<file path="src/rtl/dff_pkg.sv">
// Shared constants and helpers for the dff_pipe elastic pipeline register.
// The merge helper works on a wide word so one function serves every WIDTH.
package dff_pkg;

   localparam int DEF_WIDTH = 32;
   localparam int DEF_DEPTH = 4;
   localparam int MAX_WIDTH = 256;

   typedef logic [MAX_WIDTH-1:0] wide_t;

   function automatic int cnt_w(input int depth);
      return $clog2(depth + 1);
   endfunction

   // Clear beats mask: a bit with clr=1 is zero whatever the mask says.
   function automatic wide_t merge_word(input wide_t data, input wide_t mask,
                                        input wide_t last, input wide_t clr);
      return ((data & mask) | (last & ~mask)) & ~clr;
   endfunction

endpackage

</file>
<file path="src/rtl/dff_pipe_stage.sv">
// One valid/data flop pair of the pipeline chain.
// Flush drops the valid bit but leaves the data bits untouched.
module dff_pipe_stage #(
   parameter int WIDTH = 32
) (
   input  logic             clk,
   input  logic             nreset,
   input  logic             load,
   input  logic             flush,
   input  logic             up_valid,
   input  logic [WIDTH-1:0] up_data,
   output logic             valid,
   output logic [WIDTH-1:0] data
);

   // NOTE: data is reset along with valid so no value from before reset can
   // ever reach out_data; sequential state is always written with <=.
   always_ff @(posedge clk or negedge nreset) begin
      if (!nreset) begin
         valid <= 1'b0;
         data  <= '0;
      end else if (flush) begin
         valid <= 1'b0;
      end else if (load) begin
         valid <= up_valid;
         if (up_valid) data <= up_data;
      end
   end

endmodule

</file>
<file path="src/rtl/dff_pipe.sv">
// Elastic DEPTH-stage pipeline register with masked/cleared capture,
// valid/ready handshake on both ends, flush and an occupancy count.
module dff_pipe
   import dff_pkg::*;
#(
   parameter int WIDTH = DEF_WIDTH,
   parameter int DEPTH = DEF_DEPTH
) (
   input  logic                      clk,
   input  logic                      nreset,
   input  logic                      flush,
   input  logic                      in_valid,
   output logic                      in_ready,
   input  logic [WIDTH-1:0]          in_data,
   input  logic [WIDTH-1:0]          in_mask,
   input  logic [WIDTH-1:0]          in_clr,
   output logic                      out_valid,
   input  logic                      out_ready,
   output logic [WIDTH-1:0]          out_data,
   output logic [cnt_w(DEPTH)-1:0]   count
);

   logic [DEPTH-1:0] valid;
   logic [DEPTH-1:0] ready;
   logic [WIDTH-1:0] data [DEPTH];
   logic [WIDTH-1:0] last;
   logic [WIDTH-1:0] w;
   logic             accept;
   logic             emit;

   assign out_valid = valid[DEPTH-1] && !flush;
   assign out_data  = data[DEPTH-1];
   assign emit      = out_valid && out_ready;

   // A stage can take a word if it, or any stage downstream of it, has room
   // this cycle; this is the combinational path from out_ready back to stage 0.
   always_comb begin : ready_chain
      logic room;
      room  = out_ready && !flush;
      ready = '0;
      for (int i = DEPTH - 1; i >= 0; i--) begin
         room     = room || !valid[i];
         ready[i] = room;
      end
   end

   assign in_ready = nreset && !flush && ready[0];
   assign accept   = in_valid && in_ready;
   assign w        = WIDTH'(merge_word(wide_t'(in_data), wide_t'(in_mask),
                                       wide_t'(last), wide_t'(in_clr)));

   for (genvar i = 0; i < DEPTH; i++) begin : g_stage
      logic             up_valid;
      logic [WIDTH-1:0] up_data;

      if (i == 0) begin : g_head
         assign up_valid = accept;
         assign up_data  = w;
      end else begin : g_body
         assign up_valid = valid[i-1];
         assign up_data  = data[i-1];
      end

      dff_pipe_stage #(.WIDTH(WIDTH)) u_stage (
         .clk      (clk),
         .nreset   (nreset),
         .load     (ready[i]),
         .flush    (flush),
         .up_valid (up_valid),
         .up_data  (up_data),
         .valid    (valid[i]),
         .data     (data[i])
      );
   end

   always_ff @(posedge clk or negedge nreset) begin
      if (!nreset) begin
         last  <= '0;
         count <= '0;
      end else begin
         if (accept) last <= w;
         if (flush) begin
            count <= '0;
         end else begin
            case ({accept, emit})
               2'b10:   count <= count + 1'b1;
               2'b01:   count <= count - 1'b1;
               default: count <= count;
            endcase
         end
      end
   end

endmodule

</file>
<file path="config.mk">
export PLATFORM = sky130hd
export DESIGN_NAME = dff_pipe
export DESIGN_NICKNAME = d
export VERILOG_FILES = /design/src/rtl/dff_pkg.sv /design/src/rtl/dff_pipe_stage.sv /design/src/rtl/dff_pipe.sv
export SDC_FILE = /design/constraint.sdc
export NUM_CORES = 1
export LEC_CHECK = 0
export CORE_MARGIN = 10
export CORE_UTILIZATION = 48
export DETAILED_ROUTE_END_ITERATION = 7
export PLACE_DENSITY = 0.88
export SETUP_SLACK_MARGIN = 0.05
export SLEW_MARGIN = 20
export SYNTH_ARGS = -nofsm -noshare
export SYNTH_HDL_FRONTEND = slang
export SYNTH_SLANG_ARGS = --single-unit
</file>
<file path="constraint.sdc">
create_clock -name clk -period 1.5 [get_ports clk]
set_input_delay 0.3 -clock clk [delete_from_list [all_inputs] [get_ports clk]]
set_output_delay 0.3 -clock clk [all_outputs]
set_load 0.005 [all_outputs]
</file>
==> run metrics <==
status=finished, violations left; failing checks=negative setup slack; clk_skew=about 0.013 ns; critical path arrival=approximately 2.1 ns; CTS max path bufs=2; Post-Place Worst Slack=-0.630 ns; initial antenna violation count=0; Net Count, Synth=658; die area=21,400 um2; site row count=46; final setup fails=approximately 160; largest family of logic cells by synthesized area=multiplexers; CP endpoint kind=flop; worst min path class=primary input to async pin; Setup TNS=-16.87 ns; final WL=24,000 um; gr usage total=between 20 and 25%; Die H=about 150 um; Vias/cell=between 5 and 6; Pre-antenna DRT Iters=4; Post-synth top flop=dfrtp_1; ranking of synthesized cells by area=dfrtp_1 (55%), mux2_4 (12%), o31ai_2 (9.2%); Crit Path Class=flop to flop; Max Cap Violations=0; H-Tree Level Count=4; Req. time, crit path=between 1.5 and 2 ns; RSZ-0062 raised after global routing=yes; register bit count reported by yosys=167; initial core utilization=48.6%; Post-Syn Area=approximately 7600 um2; Syn Inst Count=between 500 and 600; Core ar.=around 16,000 um2; Filler cells=866; FMAX=approximately 560 MHz; Final Hold Viols=0; Clk Latency, worst-skew pair=between 0.4 and 0.5 ns; xor/xnor share of the synthesized area=less than 1%; Tcrit/Tclk final=119%; layout cell share with drive strength beyond 1=between 40% and 50%; CP Max Fanout=6; average wire per standard cell=24.0 um; Synth-to-Final Area Change=56.6%; post-synth cell types=38; total grt overflow=0; largest net degree at the start of global routing=approximately 160; total CTS buffers=17; vias in the first global route=between 6,000 and 7,000; area leader, netlist=dfrtp_1; routability cong.=0.817; synth warn=0; die width=roughly 150 um; IO buf count=between 100 and 150; Post-synth top cells=dfrtp_1 (167), nand2_1 (67), mux2_4 (60), o31ai_2 (56), nor2_1 (39); Power Density=1000 nW/um2; CTS Sinks=about 170; syn avg cell area=13.7 um2; global-route wire length before repair=~35,000 um; drc violations=0; IO Count=138; ANT nets after route=0; Final Max Tran Viols=0; Max IR drop VDD=approximately 0.83 mV; CTS tree=yes; post-synthesis mux area share=about a fifth; number of synthesized flops with an enable pin=0; clock root buffer=clkbuf_16; PnR worst setup slack=-0.286 ns; DRT iter0 DRCs=270; Post-DP HPWL=roughly 13,000 um; Post-layout nets=just under 900; Worst slew margin=around two fifths; Synth Area in Compound Gates=a little over an eighth; Leak Pwr=5.59 nW; Post-Synth Simple-Gate Area=7.15%; Synth top area share=a little over half; Hold Slack=0.0572 ns; Final Critical Period=1.79 ns; ys async rst share=between 90% and 100%; Worst-path clk slew=~0.070 ns; worst slew pin tran=roughly 0.9 ns; most frequent cell after synthesis=dfrtp_1; Seq/Total Area, Yosys=a little over half; Post-Synth Adder-Cell Area=less than 1%; via count=5,657; ant diodes=0; CP startpoint kind=flop
## registers in the layout, summed over array words and instances (netlist names)
| register | cells |
|---|---|
| last | 32 |
| count | 3 |
| g_stage.u_stage.valid | 4 |
| g_stage.u_stage.data | 128 |
## power breakdown
group	total (mW)	switching (mW)	leakage [nW]	internal, mW
registers	5.48	0.441	2.27	5.04
logic	2.28	0.960	3.05	1.32
clock network	4.24	1.92	0.277	2.32
total	12.0	3.32	5.59	8.68
## stage by stage
stage | std cells | cell area [um2] | total power [mW] | utilization, %
2_1_floorplan | 556 | 7650 | 6.17 | -
3_3_place_gp | 916 | 9430 | 6.85 | 60.0
3_5_place_dp | 916 | 9430 | 6.99 | 60.0
4_1_cts | 997 | 11500 | 11.7 | 72.9
5_1_grt | 1000 | 12000 | 12.4 | 76.1
6_report | 1000 | 12000 | 12.0 | 76.1
## layer usage
| metal | up-vias | global-route usage [%] | part of all wire (%) |
|---|---|---|---|
| met5 | - | 0 | 0 |
| met4 | 0 | 9.26 | 3.6 |
| met3 | 67 | 5.19 | 4.3 |
| met2 | 209 | 36.0 | 54 |
| met1 | 2906 | 23.5 | 38 |
| li1 | 2475 | - | - |
## cell type report
cell class | count | area (um2) | area share [%]
inverter | 3 | 11.3 | 0.0942
multi-input combinational | 361 | 4330 | 36.2
tap | 216 | 270 | 2.26
sequential | 167 | 4180 | 35.0
clock buffer | 21 | 480 | 4.02
clock inverter | 11 | 86.3 | 0.722
timing repair buffer | 221 | 2600 | 21.7
## placed cells by master, fill, tap and decap left out, drive strengths merged, types with 3 or more instances in the layout
| cell | instances |
|---|---|
| a21oi | 3 |
| buf | 84 |
| clkbuf | 24 |
| clkdlybuf4s15 | 5 |
| clkdlybuf4s50 | 98 |
| clkinv | 4 |
| dfrtp | 167 |
| dlygate4sd2 | 30 |
| inv | 8 |
| mux2 | 96 |
| mux2i | 32 |
| nand2 | 67 |
| nand3 | 4 |
| nand3b | 3 |
| nor2 | 39 |
| o21ai | 32 |
| o31ai | 64 |
## worst paths after layout
| kind | from | end | slack (ns) | depth (start not counted) |
|---|---|---|---|---|
| min in group clk | nreset | count[1]$_DFFE_PN0P_ | 0.35 | 4 |
| worst max register to register | g_stage[3].u_stage.valid$_DFFE_PN0P_ | count[1]$_DFFE_PN0P_ | -0.29 | 6 |
| max in group asynchronous | nreset | g_stage[3].u_stage.data[9]$_DFFE_PN0P_ | 0.74 | 2 |
| worst min-delay path | nreset | g_stage[2].u_stage.data[3]$_DFFE_PN0P_ | 0.06 | 2 |
| worst max-delay path | g_stage[3].u_stage.valid$_DFFE_PN0P_ | count[1]$_DFFE_PN0P_ | -0.29 | 6 |
| worst min register to register | g_stage[0].u_stage.data[11]$_DFFE_PN0P_ | g_stage[0].u_stage.data[11]$_DFFE_PN0P_ | 0.50 | 2 |
## worst max-delay path: stages (launching register included)
cell and delay (ns):
dfrtp_2 0.40, buf_6 0.13, nand3b_1 0.12, a21oi_2 0.16, fa_2 0.49, a32oi_1 0.26
o22ai_2 0.13
## logic make-up (layout without fill, tap and decap cells)
kind of cell / count (synthesis) / in the layout
flops: 167 / 167
mux: 128 / 128
simple gates: 123 / 123
compound gates: 107 / 107
buf+inv: 28 / 256
xor+xnor: 2 / 2
fa+ha+maj: 1 / 1
## repair_timing
item                                    CTS  global route
pin swaps                                64            39
hold endpoints to repair                  7             0
hold buffers                              1             0
buffers inserted                         32             8
gates resized for setup                 265            93
endpoints found under the setup margin  199           174
cloned                                   16             2
(Power assumes the default switching activity.)
